## config.mk

```make
export PLATFORM = sky130hd
export DESIGN_NAME = ans_stage
export DESIGN_NICKNAME = d
export VERILOG_FILES = /design/src/rtl/ans_pkg.sv /design/src/rtl/ans_ddiff.sv /design/src/rtl/ans_stage.sv
export SDC_FILE = /design/constraint.sdc
export NUM_CORES = 1
export LEC_CHECK = 0
export ABC_AREA = 1
export ABC_CLOCK_PERIOD_IN_PS = 3700
export CAP_MARGIN = 20
export CORE_ASPECT_RATIO = 0.5
export CORE_MARGIN = 4
export CORE_UTILIZATION = 58
export DETAILED_ROUTE_END_ITERATION = 8
export DONT_BUFFER_PORTS = 1
export HOLD_SLACK_MARGIN = 0.12
export PLACE_DENSITY_LB_ADDON = 0.12
export SLEW_MARGIN = 20
export SYNTH_ARGS = -nofsm -noshare
export SYNTH_HDL_FRONTEND = slang
export SYNTH_HIERARCHICAL = 1
export SYNTH_SLANG_ARGS = --single-unit
```

## constraint.sdc

```tcl
create_clock -name clk_i -period 3.7 [get_ports clk_i]
set_input_delay 0.185 -clock clk_i [delete_from_list [all_inputs] [get_ports clk_i]]
set_output_delay 0.185 -clock clk_i [all_outputs]
set_load 0.005 [all_outputs]
```

## src/rtl/ans_pkg.sv

```systemverilog
// Shared types and helpers for the noise-shaping cascade stage.
package ans_pkg;

    localparam int unsigned MAX_ORDER = 4;
    localparam int unsigned MAX_DLY   = 7;
    localparam int unsigned MAX_MAG_W = 32;

    // Sign-magnitude difference result, magnitude right-justified
    typedef struct packed {
        logic                 neg;
        logic [MAX_MAG_W-1:0] mag;
    } sm_t;

    function automatic int unsigned binom(input int unsigned n, input int unsigned k);
        int unsigned r;
        r = 1;
        if (k > n) return 0;
        for (int unsigned i = 0; i < k; i++) r = r * (n - i) / (i + 1);
        return r;
    endfunction

    // Magnitude width of an ORDER-th difference of RW-bit unsigned samples
    function automatic int unsigned dd_width(input int unsigned rw, input int unsigned order);
        return rw + order;
    endfunction

endpackage

```

## src/rtl/ans_ddiff.sv

```systemverilog
// ORDER-th backward difference of the residual stream, sign-magnitude result.
module ans_ddiff
    import ans_pkg::*;
#(
    parameter int unsigned RW    = 8,
    parameter int unsigned ORDER = 3
) (
    input  logic          clk_i,
    input  logic          rst_i,
    input  logic          valid_i,
    input  logic [RW-1:0] r_i,
    output sm_t           sm_c_o
);

    localparam int unsigned SW = dd_width(RW, ORDER) + 1;

    logic [RW-1:0] hist_q [ORDER];
    logic [RW-1:0] hist_d [ORDER];
    logic [SW-1:0] sum_c;
    logic [SW-1:0] mag_c;

    // History ages only when a residual is consumed
    always_comb begin
        hist_d = hist_q;
        if (valid_i) begin
            hist_d[0] = r_i;
            for (int k = 1; k < int'(ORDER); k++) hist_d[k] = hist_q[k-1];
        end
    end

    always_ff @(posedge clk_i) begin
        if (rst_i) begin
            for (int k = 0; k < int'(ORDER); k++) hist_q[k] <= '0;
        end else begin
            hist_q <= hist_d;
        end
    end

    // Modular two's-complement sum; the true value always fits in SW bits
    always_comb begin
        sum_c = SW'(r_i);
        for (int k = 1; k <= int'(ORDER); k++) begin
            if ((k % 2) == 1) sum_c = sum_c - SW'(32'(hist_q[k-1]) * binom(ORDER, 32'(k)));
            else              sum_c = sum_c + SW'(32'(hist_q[k-1]) * binom(ORDER, 32'(k)));
        end
    end

    always_comb begin
        mag_c         = sum_c[SW-1] ? (~sum_c + SW'(1)) : sum_c;
        sm_c_o.neg    = sum_c[SW-1];
        sm_c_o.mag    = MAX_MAG_W'(mag_c);
    end

endmodule

```

## src/rtl/ans_stage.sv

```systemverilog
// Cascade stage: quantise MSBs, forward the residual, difference it and align outputs.
module ans_stage
    import ans_pkg::*;
#(
    parameter int unsigned IW    = 16,
    parameter int unsigned QW    = 8,
    parameter int unsigned ORDER = 3,
    parameter int unsigned DLY   = 0
) (
    input  logic                   clk_i,
    input  logic                   rst_i,
    input  logic                   in_valid_i,
    input  logic [IW-1:0]          target_i,
    output logic                   nxt_valid_o,
    output logic [IW-1:0]          nxt_target_o,
    output logic [QW-1:0]          q_o,
    output logic [IW-QW+ORDER-1:0] c_o,
    output logic                   csgn_o,
    output logic                   out_valid_o,
    output logic                   primed_o
);

    localparam int unsigned RW = IW - QW;
    localparam int unsigned CW = dd_width(RW, ORDER);
    localparam int unsigned EW = QW + CW + 1;
    localparam int unsigned NW = $clog2(MAX_ORDER + 1);

    if (QW < 1 || QW >= IW) begin : g_bad_qw
        $error("ans_stage: QW must satisfy 1 <= QW < IW");
    end
    if (ORDER < 1 || ORDER > MAX_ORDER) begin : g_bad_order
        $error("ans_stage: ORDER out of range");
    end
    if (DLY > MAX_DLY) begin : g_bad_dly
        $error("ans_stage: DLY out of range");
    end
    if (CW + 1 > MAX_MAG_W) begin : g_bad_width
        $error("ans_stage: difference width exceeds sign-magnitude container");
    end

    logic          valid_a_q,    valid_a_d;
    logic [QW-1:0] q_a_q,        q_a_d;
    logic [RW-1:0] r_a_q,        r_a_d;
    logic          nxt_valid_q,  nxt_valid_d;
    logic [IW-1:0] nxt_target_q, nxt_target_d;
    logic [EW-1:0] out_q,        out_d;
    logic          out_valid_q,  out_valid_d;
    logic [NW-1:0] cnt_q,        cnt_d;
    logic          primed_q,     primed_d;
    sm_t           sm_c;
    logic [EW-1:0] ent_c;
    logic [EW-1:0] aligned_c;

    // Stage A: split the target into quantised MSBs and residual
    always_comb begin
        valid_a_d    = in_valid_i;
        nxt_valid_d  = in_valid_i;
        q_a_d        = q_a_q;
        r_a_d        = r_a_q;
        nxt_target_d = nxt_target_q;
        if (in_valid_i) begin
            q_a_d        = target_i[IW-1:RW];
            r_a_d        = target_i[RW-1:0];
            nxt_target_d = {target_i[RW-1:0], {QW{1'b0}}};
        end
    end

    ans_ddiff #(
        .RW    (RW),
        .ORDER (ORDER)
    ) u_ddiff (
        .clk_i   (clk_i),
        .rst_i   (rst_i),
        .valid_i (valid_a_q),
        .r_i     (r_a_q),
        .sm_c_o  (sm_c)
    );

    assign ent_c = {q_a_q, CW'(sm_c.mag), sm_c.neg};

    // Alignment line advances on sample strobes only, so idle gaps add no latency
    if (DLY == 0) begin : g_nodly
        assign aligned_c = ent_c;
    end else begin : g_dly
        logic [EW-1:0] dl_q [DLY];
        always_ff @(posedge clk_i) begin
            if (rst_i) begin
                for (int i = 0; i < int'(DLY); i++) dl_q[i] <= '0;
            end else if (valid_a_q) begin
                dl_q[0] <= ent_c;
                for (int i = 1; i < int'(DLY); i++) dl_q[i] <= dl_q[i-1];
            end
        end
        assign aligned_c = dl_q[DLY-1];
    end

    always_comb begin
        out_valid_d = valid_a_q;
        out_d       = out_q;
        cnt_d       = cnt_q;
        if (valid_a_q) begin
            out_d = aligned_c;
            if (cnt_q < NW'(ORDER)) cnt_d = cnt_q + NW'(1);
        end
        primed_d = (cnt_d >= NW'(ORDER));
    end

    always_ff @(posedge clk_i) begin
        if (rst_i) begin
            valid_a_q    <= 1'b0;
            q_a_q        <= '0;
            r_a_q        <= '0;
            nxt_valid_q  <= 1'b0;
            nxt_target_q <= '0;
            out_q        <= '0;
            out_valid_q  <= 1'b0;
            cnt_q        <= '0;
            primed_q     <= 1'b0;
        end else begin
            valid_a_q    <= valid_a_d;
            q_a_q        <= q_a_d;
            r_a_q        <= r_a_d;
            nxt_valid_q  <= nxt_valid_d;
            nxt_target_q <= nxt_target_d;
            out_q        <= out_d;
            out_valid_q  <= out_valid_d;
            cnt_q        <= cnt_d;
            primed_q     <= primed_d;
        end
    end

    assign nxt_valid_o        = nxt_valid_q;
    assign nxt_target_o       = nxt_target_q;
    assign {q_o, c_o, csgn_o} = out_q;
    assign out_valid_o        = out_valid_q;
    assign primed_o           = primed_q;

endmodule

```

==> run summary <==
The flow ran to the end, but the final reports show violations. The checks that failed: setup timing. At the placement stage, the worst setup path has a slack of -0.2494 ns. Detailed placement finished with a half-perimeter wire length of 7.162 mm. The layout filler cell count came out at 513. The congestion estimate from routability-driven global placement came to 0.8303.

The signal on the critical path passes through inv_4 > fa_1 > ha_4 > a21oi_2 > o21ai_2 > a21oi_1 > nor2_1 > nor2_1 > xor2_1 > inv_1 > fa_1 > ha_4 > nand2_2 > inv_2 > a21oi_2 > nand2_2 > a21oi_4 > buf_6 > nand2_1 > nand2_1 > nand2_1 > nor2_1 > nor2_1. The chip width is 130.0 µm, and the total inserted antenna cells is 0. The setup slack of the critical path after layout came out at -0.2136 ns. The floorplan step defined a die boundary enclosing 0.008973 mm².

The tools report the worst IR drop on VDD as 576.2 µV. Leaving out fill and tap cells, the most frequent cell in the layout is sky130_fd_sc_hd__nor2_1. After global routing, the most crowded layer is met2. The proportion of total power due to net switching came out at 43.53%. From synthesis to final layout, the design area changed by 22.49%. At the worst endpoint, the arrival time is 4.14 ns. Wires add up to 10.42 mm. Dividing the detail-routed via count by the number of cells gives 5.259.

Of all nets on the critical path, the largest fanout is 7. The logs give 0 for the max-slew violation count and 583 for the number of instances in the synthesized netlist. Entering global routing, the biggest net connects 39 pins. The tools report the leftover overflow at the end of global routing as 0.

After detailed routing, the average wire length per cell comes to 14.19 µm. The average cell area after synthesis was 7.406 µm². For the clock latency reported for the late side of the worst-skew pair, the log shows 0.33 ns.

The largest individual stage delay along the critical path comes from the cell sky130_fd_sc_hd__fa_1. The total number of nets in the final design is 712. CTS placed an instance of sky130_fd_sc_hd__clkbuf_16 at the clock tree root.

The tools report the effective utilization at floorplan as 62.25%. The run gives 6.944% as the met3 routing resource usage after global routing. Measured on the finished design, the core utilization comes to 76.24%. For the maximum buffer depth of the clock tree, the log shows 2. The tools report the launching element type of the critical path as a flop. Synthesized area: 0.004318 mm².

The first global-routing pass estimated 16.98 mm of wire. The time the worst path needs with I/O delays and setup was 3.914 ns; the die extent in y was 69.01 µm. Buffers placed on the I/O ports in this run total 0.

The run gives 66 as the number of clock sinks seen by CTS. The clock network is responsible for 18.0% of the overall power. In the layout the commonest cells are sky130_fd_sc_hd__nor2_1 (117), sky130_fd_sc_hd__inv_1 (74), sky130_fd_sc_hd__nand2_1 (72).

During synthesis, Yosys emitted a total of 6 warnings. After detailed routing, the number of remaining DRC violations is 0. Setup violations remaining at the end of the flow were counted as 11. Across the run, the number of max-cap violations was 0.

For this design the ratio of total power to cell area is 955.0 mW/mm². Derived from the worst setup path, the maximum achievable clock frequency is 255.5 MHz. The proportion of layout cells with a drive suffix above 1 is 15.89%. For the number of buffers created by CTS, the log shows 9. The detailed router placed 3860 vias in this run. The setup path with the least slack is of type reg -> reg. The tools report the leakage power figure as 2.545 nW. The number of routed nets with antenna violations was 0. The path category of the worst min-delay check is in -> reg. The worst reg-to-reg path cell count is 23. For the number of global-route vias before repair, the log shows 3646. TritonCTS built the clock tree. In this run the count of I/O pins placed on the die edge is 58. The tools report the final hold violation count as 0.

The count of cells along the worst hold path works out to 3. The slew at the pin closest to its max-slew limit works out to 0.7201 ns. The delay of the slowest cell on the worst path is 0.55 ns. The final critical path takes up 105.8% of the cycle.

For this run, global-route usage on met1 was measured as 31.21%. Setup repair after global routing could not meet its margin everywhere. The clock arrives with 0.003581 ns of skew. In this run the power spent charging and discharging nets is 2.198 mW. The tools report the global routing met2 resource utilization as 37.40%.

The run gives 23.44% as the total global-route track usage. The most numerous cell type found on the critical path is sky130_fd_sc_hd__nor2_1. Internal power comes to 2.852 mW. The number of antenna violations at the first check in global routing is 0.

The violation count after the first detailed-route iteration was 189; the portion of total power attributed to combinational logic was 65.4%. For the required time of the worst setup path, the log shows 3.92 ns. The worst pin sits at a relative slew slack of 51.94%. The area inside the core boundary was 0.006937 mm²; the first-pass detailed-route iteration total was 6. The worst setup path is captured at a flop. The H-tree was split into 3 levels. The floorplan has 21 rows. The clock edge transition at the registers on the reported setup and hold paths is 0.05 ns, and the sequential share of power is 16.6%.
==> area by class of cell <==
cell class	count	area [µm²]	share of cell area, %
Multi-Input combinational cell	418	2705	51.15
Sequential cell	66	1323	25.01
Timing Repair Buffer	64	528.0	9.983
Inverter	80	302.8	5.725
Clock buffer	10	239.0	4.519
Tap cell	92	115.1	2.176
Clock inverter	4	76.32	1.443
==> power groups by stage <==
stage	Clock [mW]	Sequential, mW	Combinational [mW]
after CTS	0.922	0.838	3.16
after floorplan	0	0.837	2.14
after global placement	0	0.849	2.86
after detailed placement	0	0.851	2.93
final	0.911	0.837	3.30
after global routing	0.955	0.846	3.68
==> flip-flops by register name, summed over array words and instances, names as in the netlist <==
signal and flops:
u_ddiff/hist_q 24, primed_o 1, out_valid_o 1, q_a_q 8
cnt_q 3, out_q 20, nxt_target_o 8, nxt_valid_o 1
==> timing repair <==
item	in CTS	in global routing
gates resized for setup	15	10
endpoints found under the hold margin	44	0
hold buffers	18	0
buffers inserted	2	0
pin swaps	9	4
cloned	0	0
endpoints found under the setup margin	11	11
==> routing by layer <==
layer,vias up,part of all wire [%]
li1,1969,-
met2,119,45
met5,-,0
met4,0,1.1
met1,1761,47
met3,11,6.6
==> path summary, 6_finish.rpt <==
| check | to | slack (ns) | start |
|---|---|---|---|
| worst min register to register | out_q[14]$_SDFFE_PP0P_ | 0.48 | q_a_q[2]$_SDFFE_PP0P_ |
| worst min-delay path | nxt_target_o[11]$_SDFFE_PP0P_ | 0.29 | rst_i |
| worst max-delay path | out_q[11]$_SDFFE_PP0P_ | -0.21 | u_ddiff/hist_q[18]$_SDFFE_PP0P_ |
| worst max register to register | out_q[11]$_SDFFE_PP0P_ | -0.21 | u_ddiff/hist_q[18]$_SDFFE_PP0P_ |
==> stage by stage <==
| step | setup TNS, ns | power, mW | area (µm²) | std cells | hold slack [ns] |
|---|---|---|---|---|---|
| 2_1_floorplan | -0.01223 | 2.973 | 4412 | 590 | 0.2541 |
| 3_3_place_gp | -1.511 | 3.711 | 4688 | 700 | 0.2568 |
| 3_5_place_dp | -2.143 | 3.781 | 4688 | 700 | 0.2585 |
| 4_1_cts | -1.341 | 4.920 | 5259 | 734 | 0.2837 |
| 5_1_grt | -3.810 | 5.479 | 5289 | 734 | 0.3198 |
| 6_report | -1.784 | 5.051 | 5289 | 734 | 0.2859 |
==> worst max-delay path: cells and delay by family, from the launching register on <==
kind / cells / cell delay [ns]
adders and majority gates: 4 / 1.54
buffers and inverters: 4 / 0.34
and+or+nand+nor: 9 / 0.69
DFF: 1 / 0.35
xor gates and xnor gates: 1 / 0.16
AOI/OAI and AO/OA: 5 / 0.73
No activity file was read; power rests on OpenSTA's default activity.
